===== config.mk =====
export PLATFORM = sky130hd
export DESIGN_NAME = axil_cfg_master
export DESIGN_NICKNAME = d
export VERILOG_FILES = /design/src/rtl/axil_pkg.sv /design/src/rtl/axil_cfg_master.sv
export SDC_FILE = /design/constraint.sdc
export NUM_CORES = 1
export LEC_CHECK = 0
export BUFFER_PORTS_ARGS = -buffer_cell sky130_fd_sc_hd__buf_2
export CAP_MARGIN = 20
export CORE_UTILIZATION = 40
export DETAILED_ROUTE_END_ITERATION = 16
export PLACE_DENSITY = 0.78
export SLEW_MARGIN = 10
export SYNTH_ARGS = -nofsm -noshare
export SYNTH_HDL_FRONTEND = slang
export SYNTH_SLANG_ARGS = --single-unit

===== constraint.sdc =====
create_clock -name clk -period 3.5 [get_ports clk]
set_input_delay 0.7 -clock clk [delete_from_list [all_inputs] [get_ports clk]]
set_output_delay 0.7 -clock clk [all_outputs]
set_load 0.02 [all_outputs]

===== src/rtl/axil_pkg.sv =====
// Shared types for the AXI4-Lite configuration master:
// FSM states, response codes and the command bundle.
package axil_pkg;

  localparam int AXIL_AW = 40;
  localparam int AXIL_DW = 32;
  localparam int AXIL_SW = AXIL_DW / 8;

  typedef enum logic [2:0] {
    IDLE,
    WR,
    WR_B,
    RD_A,
    RD_R,
    RSP
  } axil_state_e;

  localparam logic [1:0] OKAY   = 2'b00;
  localparam logic [1:0] EXOKAY = 2'b01;
  localparam logic [1:0] SLVERR = 2'b10;
  localparam logic [1:0] DECERR = 2'b11;

  typedef struct packed {
    logic               write;
    logic [AXIL_AW-1:0] addr;
    logic [AXIL_DW-1:0] wdata;
    logic [AXIL_SW-1:0] wstrb;
  } cmd_t;

endpackage


===== src/rtl/axil_cfg_master.sv =====
// Single-outstanding AXI4-Lite initiator: one register
// write or read per command, result on a response channel.
module axil_cfg_master
  import axil_pkg::*;
#(
  parameter int         ADDR_WIDTH     = 40,
  parameter int         DATA_WIDTH     = 32,
  parameter int         STRB_WIDTH     = DATA_WIDTH / 8,
  parameter logic [2:0] PROT           = 3'b000,
  parameter int         TIMEOUT_CYCLES = 1024
) (
  input  logic                  clk,
  input  logic                  rstn,

  input  logic                  cmd_valid,
  output logic                  cmd_ready,
  input  logic                  cmd_write,
  input  logic [ADDR_WIDTH-1:0] cmd_addr,
  input  logic [DATA_WIDTH-1:0] cmd_wdata,
  input  logic [STRB_WIDTH-1:0] cmd_wstrb,

  output logic                  rsp_valid,
  input  logic                  rsp_ready,
  output logic                  rsp_write,
  output logic [DATA_WIDTH-1:0] rsp_rdata,
  output logic [1:0]            rsp_resp,
  output logic                  timeout,

  output logic [ADDR_WIDTH-1:0] m_axil_awaddr,
  output logic [2:0]            m_axil_awprot,
  output logic                  m_axil_awvalid,
  input  logic                  m_axil_awready,
  output logic [DATA_WIDTH-1:0] m_axil_wdata,
  output logic [STRB_WIDTH-1:0] m_axil_wstrb,
  output logic                  m_axil_wvalid,
  input  logic                  m_axil_wready,
  input  logic [1:0]            m_axil_bresp,
  input  logic                  m_axil_bvalid,
  output logic                  m_axil_bready,
  output logic [ADDR_WIDTH-1:0] m_axil_araddr,
  output logic [2:0]            m_axil_arprot,
  output logic                  m_axil_arvalid,
  input  logic                  m_axil_arready,
  input  logic [DATA_WIDTH-1:0] m_axil_rdata,
  input  logic [1:0]            m_axil_rresp,
  input  logic                  m_axil_rvalid,
  output logic                  m_axil_rready
);

  localparam int CW = $clog2(TIMEOUT_CYCLES + 1);
  localparam logic [CW-1:0] TMAX = CW'(TIMEOUT_CYCLES);

  axil_state_e state_q, state_d;

  logic [ADDR_WIDTH-1:0] awaddr_q, awaddr_d;
  logic [ADDR_WIDTH-1:0] araddr_q, araddr_d;
  logic [DATA_WIDTH-1:0] wdata_q, wdata_d;
  logic [STRB_WIDTH-1:0] wstrb_q, wstrb_d;
  logic                  awvalid_q, awvalid_d;
  logic                  wvalid_q, wvalid_d;
  logic                  arvalid_q, arvalid_d;
  logic                  bready_q, bready_d;
  logic                  rready_q, rready_d;
  logic                  aw_done_q, aw_done_d;
  logic                  w_done_q, w_done_d;
  logic                  rsp_valid_q, rsp_valid_d;
  logic                  rsp_write_q, rsp_write_d;
  logic [DATA_WIDTH-1:0] rsp_rdata_q, rsp_rdata_d;
  logic [1:0]            rsp_resp_q, rsp_resp_d;
  logic                  timeout_q, timeout_d;
  logic [CW-1:0]         cnt_q, cnt_d;

  logic aw_hs;
  logic w_hs;

  assign aw_hs = awvalid_q & m_axil_awready;
  assign w_hs  = wvalid_q & m_axil_wready;

  always_comb begin
    state_d     = state_q;
    awaddr_d    = awaddr_q;
    araddr_d    = araddr_q;
    wdata_d     = wdata_q;
    wstrb_d     = wstrb_q;
    awvalid_d   = awvalid_q;
    wvalid_d    = wvalid_q;
    arvalid_d   = arvalid_q;
    bready_d    = bready_q;
    rready_d    = rready_q;
    aw_done_d   = aw_done_q;
    w_done_d    = w_done_q;
    rsp_valid_d = rsp_valid_q;
    rsp_write_d = rsp_write_q;
    rsp_rdata_d = rsp_rdata_q;
    rsp_resp_d  = rsp_resp_q;
    timeout_d   = timeout_q;
    cnt_d       = cnt_q;

    if (state_q inside {WR, WR_B, RD_A, RD_R}) begin
      if (cnt_q != TMAX) cnt_d = cnt_q + CW'(1);
    end

    unique case (state_q)
      IDLE: begin
        if (cmd_valid) begin
          cnt_d = '0;
          if (cmd_write) begin
            state_d   = WR;
            awaddr_d  = cmd_addr;
            wdata_d   = cmd_wdata;
            wstrb_d   = cmd_wstrb;
            awvalid_d = 1'b1;
            wvalid_d  = 1'b1;
            aw_done_d = 1'b0;
            w_done_d  = 1'b0;
          end else begin
            state_d   = RD_A;
            araddr_d  = cmd_addr;
            arvalid_d = 1'b1;
          end
        end
      end
      WR: begin
        if (aw_hs) awvalid_d = 1'b0;
        if (w_hs) wvalid_d = 1'b0;
        aw_done_d = aw_done_q | aw_hs;
        w_done_d  = w_done_q | w_hs;
        if (aw_done_d && w_done_d) begin
          bready_d = 1'b1;
          state_d  = WR_B;
        end
      end
      WR_B: begin
        if (m_axil_bvalid) begin
          bready_d    = 1'b0;
          rsp_valid_d = 1'b1;
          rsp_resp_d  = m_axil_bresp;
          rsp_rdata_d = '0;
          rsp_write_d = 1'b1;
          cnt_d       = '0;
          state_d     = RSP;
        end
      end
      RD_A: begin
        if (m_axil_arready) begin
          arvalid_d = 1'b0;
          rready_d  = 1'b1;
          state_d   = RD_R;
        end
      end
      RD_R: begin
        if (m_axil_rvalid) begin
          rready_d    = 1'b0;
          rsp_valid_d = 1'b1;
          rsp_resp_d  = m_axil_rresp;
          rsp_rdata_d = m_axil_rdata;
          rsp_write_d = 1'b0;
          cnt_d       = '0;
          state_d     = RSP;
        end
      end
      RSP: begin
        if (rsp_ready) begin
          rsp_valid_d = 1'b0;
          state_d     = IDLE;
        end
      end
      default: state_d = IDLE;
    endcase

    // A wait that ends on this edge clears the counter first,
    // so only a genuinely saturated wait raises the flag.
    if (cnt_d == TMAX) timeout_d = 1'b1;
  end

  always_ff @(posedge clk or negedge rstn) begin
    if (!rstn) begin
      state_q     <= IDLE;
      awaddr_q    <= '0;
      araddr_q    <= '0;
      wdata_q     <= '0;
      wstrb_q     <= '0;
      awvalid_q   <= 1'b0;
      wvalid_q    <= 1'b0;
      arvalid_q   <= 1'b0;
      bready_q    <= 1'b0;
      rready_q    <= 1'b0;
      aw_done_q   <= 1'b0;
      w_done_q    <= 1'b0;
      rsp_valid_q <= 1'b0;
      rsp_write_q <= 1'b0;
      rsp_rdata_q <= '0;
      rsp_resp_q  <= '0;
      timeout_q   <= 1'b0;
      cnt_q       <= '0;
    end else begin
      state_q     <= state_d;
      awaddr_q    <= awaddr_d;
      araddr_q    <= araddr_d;
      wdata_q     <= wdata_d;
      wstrb_q     <= wstrb_d;
      awvalid_q   <= awvalid_d;
      wvalid_q    <= wvalid_d;
      arvalid_q   <= arvalid_d;
      bready_q    <= bready_d;
      rready_q    <= rready_d;
      aw_done_q   <= aw_done_d;
      w_done_q    <= w_done_d;
      rsp_valid_q <= rsp_valid_d;
      rsp_write_q <= rsp_write_d;
      rsp_rdata_q <= rsp_rdata_d;
      rsp_resp_q  <= rsp_resp_d;
      timeout_q   <= timeout_d;
      cnt_q       <= cnt_d;
    end
  end

  assign cmd_ready      = (state_q == IDLE);
  assign rsp_valid      = rsp_valid_q;
  assign rsp_write      = rsp_write_q;
  assign rsp_rdata      = rsp_rdata_q;
  assign rsp_resp       = rsp_resp_q;
  assign timeout        = timeout_q;

  assign m_axil_awaddr  = awaddr_q;
  assign m_axil_awprot  = PROT;
  assign m_axil_awvalid = awvalid_q;
  assign m_axil_wdata   = wdata_q;
  assign m_axil_wstrb   = wstrb_q;
  assign m_axil_wvalid  = wvalid_q;
  assign m_axil_bready  = bready_q;
  assign m_axil_araddr  = araddr_q;
  assign m_axil_arprot  = PROT;
  assign m_axil_arvalid = arvalid_q;
  assign m_axil_rready  = rready_q;

endmodule


==> impl_results.md <==
* Outcome: completed
* Worst-Skew Late Latency at 0.42 ns
* Slowest cell on the critical path: dfrtp_1
* TritonCTS clock tree: yes
* Reg2Reg Setup Slack at 1.05 ns
* Area Overhead vs Synth at 31.20%
* Iter 0 DRT Violations at 249
* Share of layout cells above drive strength 1 at 0.5199
* Asr flop ratio synth at 1.000
* YS warnings at 0
* Buffers on Ports at 280
* Vias in the first global route at 5163
* Buf/Inv on CP at 2
* Post-CTS sizing at 0
* Stages on worst setup path at 3
* Global-route wire length before repair at 26390 um
* Number of clock sinks at 174
* Final setup viols at 0
* WL/cell at 15.20 um
* Antenna diode count at 0
* Worst-path maximum fanout at 17
* Vias at 5208
* Multi-input logic area at 0.002541 mm^2
* Initial core utilization at 0.4106
* Fin crit share at 0.7121
* Gr ovfl total at 0
* Most frequent cell after synthesis: dfrtp_1
* Worst setup EP type: output port
* Synthesized area per cell at 12.46 um^2
* Largest area contributor in the netlist: dfrtp_1
* Worst vdd ir at 0.0004827 V
* Routability-driven placement congestion ratio at 0.8181
* Setup tns final at 0 ns
* CTS Buf Count at 17
* Reg2reg end: m_axil_wdata[22]$_DFFE_PN0P_
* Final min period at 2.492 ns
* Post-CTS Setup Inserts at 0
* Share of the synthesized area in the top cell type at 0.6131
* Via density at 4.818
* Drt drc at 0
* Post-detail-place hpwl at 11830 um
* Fin cells at 1081
* Number of synthesized flops with an enable pin at 0
* Relative slew margins at 0.4752
* Filler Cells Inserted at 1494
* GRT Overall Usage at 0.1846
* Synth cell count leaders: dfrtp_1 (174), mux2_2 (119), nand2_1 (90)
* Synth Flop Type: dfrtp_1
* MaxCap Viol Count at 0
* Syn Std Cell Area at 0.007102 mm^2
* WP data arrival at 1.79 ns
* Fmax at 401.2 MHz
* Initial antenna violation count at 0
* Worst Max-Slew Pin Slew at 0.7863 ns
* Synthesized instance count at 570
* Area contributors post-synth: dfrtp_1 (61%), mux2_2 (19%), nand2_1 (4.8%)
* Slew Viols, Final at 0
* Reg-to-reg startpoint: state_q[0]$_DFFE_PN0P_
* Critical path cell sequence: or3_1 > inv_1 > buf_2
* Delay-heaviest family, CP: flip-flops
* Core box area at 0.01730 mm^2
* Slowest stage delay, CP at 0.57 ns
* Distinct cells, synth at 44
* Startpoint Class: flip-flop
* R2R cell count at 5
* Root buffer cell: clkbuf_16
* Final Hold Fails at 0
* Largest net degree at the start of global routing at 70
* Routed WL at 16430 um
* Skew final at 0.008956 ns
* Setup CP Type: reg2out
* DRT antenna net count at 0
* Die ar. at 0.01829 mm^2
* Hold_buf cts at 0
* Sequential fraction of the synthesis area at 0.6131
* IO Pins at 287
* Req. time, crit path at 2.80 ns
* Worst hold path type: in2async
* Clock tree buffer depth at 2
* Leakage at 4.570 nW
* Width of the chip at 135.2 um
* RSZ-0062 raised after global routing: no
* Die H at 135.2 um
* Number of cell rows at 48
* H-tree levels at 4
* Register area at 0.004354 mm^2
* Pwr dens at 1004 mW/mm^2
* Clock transition at path regs at 0.07 ns
* Synthesis-stage register bit count at 174
* Placed Instances at 1049
* First-pass detailed-route iteration total at 4
* Nets at 968
layer usage:
| metal | vias up | global-route usage | part of all wire |
|---|---|---|---|
| met5 | - | 0 | 0 |
| met4 | 0 | 0.05868 | 0.011 |
| met3 | 14 | 0.04489 | 0.058 |
| met2 | 172 | 0.3085 | 0.51 |
| met1 | 2520 | 0.2352 | 0.42 |
| li1 | 2502 | - | - |
state kept, by name (all words and copies together), names as in the netlist, 2 cells and up:
name	flops
rsp_resp	2
m_axil_araddr	40
state_q	3
m_axil_wstrb	4
m_axil_wdata	32
m_axil_awaddr	40
cnt_q	11
rsp_rdata	32
layout make-up:
cell class              instances  share of cell area
repair buffers                290              0.1632
flip-flops and latches        174              0.4673
clock inverters                12             0.01585
well taps                     225             0.03021
multi-input cells             353              0.2727
inverters                       8            0.003223
clock buffers                  19             0.04754
cell usage in the layout (no fill, tap or decap), types with 4 or more instances in the layout:
cell,n
inv_1,8
dfrtp_1,174
o21ai_0,44
nand3_1,4
buf_2,279
nor2_1,19
inv_6,5
xnor2_1,5
nand2_1,89
nor3_1,4
nand4_1,4
a21oi_1,10
a31oi_1,6
mux2_2,119
clkbuf_16,17
buf_4,7
conb_1,6
cells by family (layout without fill, tap and decap cells):
kind of cell / Yosys count / in the layout / share of synthesized area
adders and majority gates: 2 / 2 / 0.003523
and+or+nand+nor: 140 / 140 / 0.08492
muxes: 121 / 121 / 0.1915
DFF: 174 / 174 / 0.6131
AOI/OAI and AO/OA: 76 / 76 / 0.06342
buffers and inverters: 48 / 329 / 0.03312
other: 1 / 6 / 0.0005280
xor gates and xnor gates: 8 / 8 / 0.009866
worst max-delay path by stage:
stage | from | endpoint | slack (ns)
2_1_floorplan | state_q[2]$_DFFE_PN0P_ | m_axil_wdata[10]$_DFFE_PN0P_ | 1.23
3_3_place_gp | state_q[0]$_DFFE_PN0P_ | m_axil_wdata[19]$_DFFE_PN0P_ | 1.11
3_5_place_dp | state_q[0]$_DFFE_PN0P_ | m_axil_wdata[22]$_DFFE_PN0P_ | 1.04
4_1_cts | state_q[0]$_DFFE_PN0P_ | cmd_ready | 0.98
5_1_grt | state_q[0]$_DFFE_PN0P_ | cmd_ready | 0.90
6_report | state_q[0]$_DFFE_PN0P_ | cmd_ready | 1.01
power breakdown:
group | switching (mW) | internal [mW]
Clock | 0.812 | 1.09
Sequential | 0.543 | 2.96
Combinational | 2.37 | 1.58
worst register-to-register path, delay by kind of cell (launching register included):
| family | cells | cell delay (ns) |
|---|---|---|
| DFF | 1 | 0.57 |
| and+or+nand+nor | 2 | 0.96 |
| buffers and inverters | 2 | 0.45 |
| muxes | 1 | 0.36 |
through the flow:
| step | utilization | total power [mW] | instance area, um^2 | setup slack, ns | hold slack [ns] |
|---|---|---|---|---|---|
| floorplan | - | 6.093 | 7121 | 1.228 | 0.4044 |
| finish | 0.5387 | 9.358 | 9318 | 1.008 | 0.2049 |
| global placement | 0.5034 | 7.383 | 8707 | 1.112 | 0.4566 |
| CTS | 0.5375 | 9.449 | 9298 | 0.9812 | 0.2055 |
| global route | 0.5387 | 9.942 | 9318 | 0.9015 | 0.2321 |
| detailed placement | 0.5034 | 7.502 | 8707 | 1.039 | 0.4644 |
No activity file was read; power rests on OpenSTA's default activity.
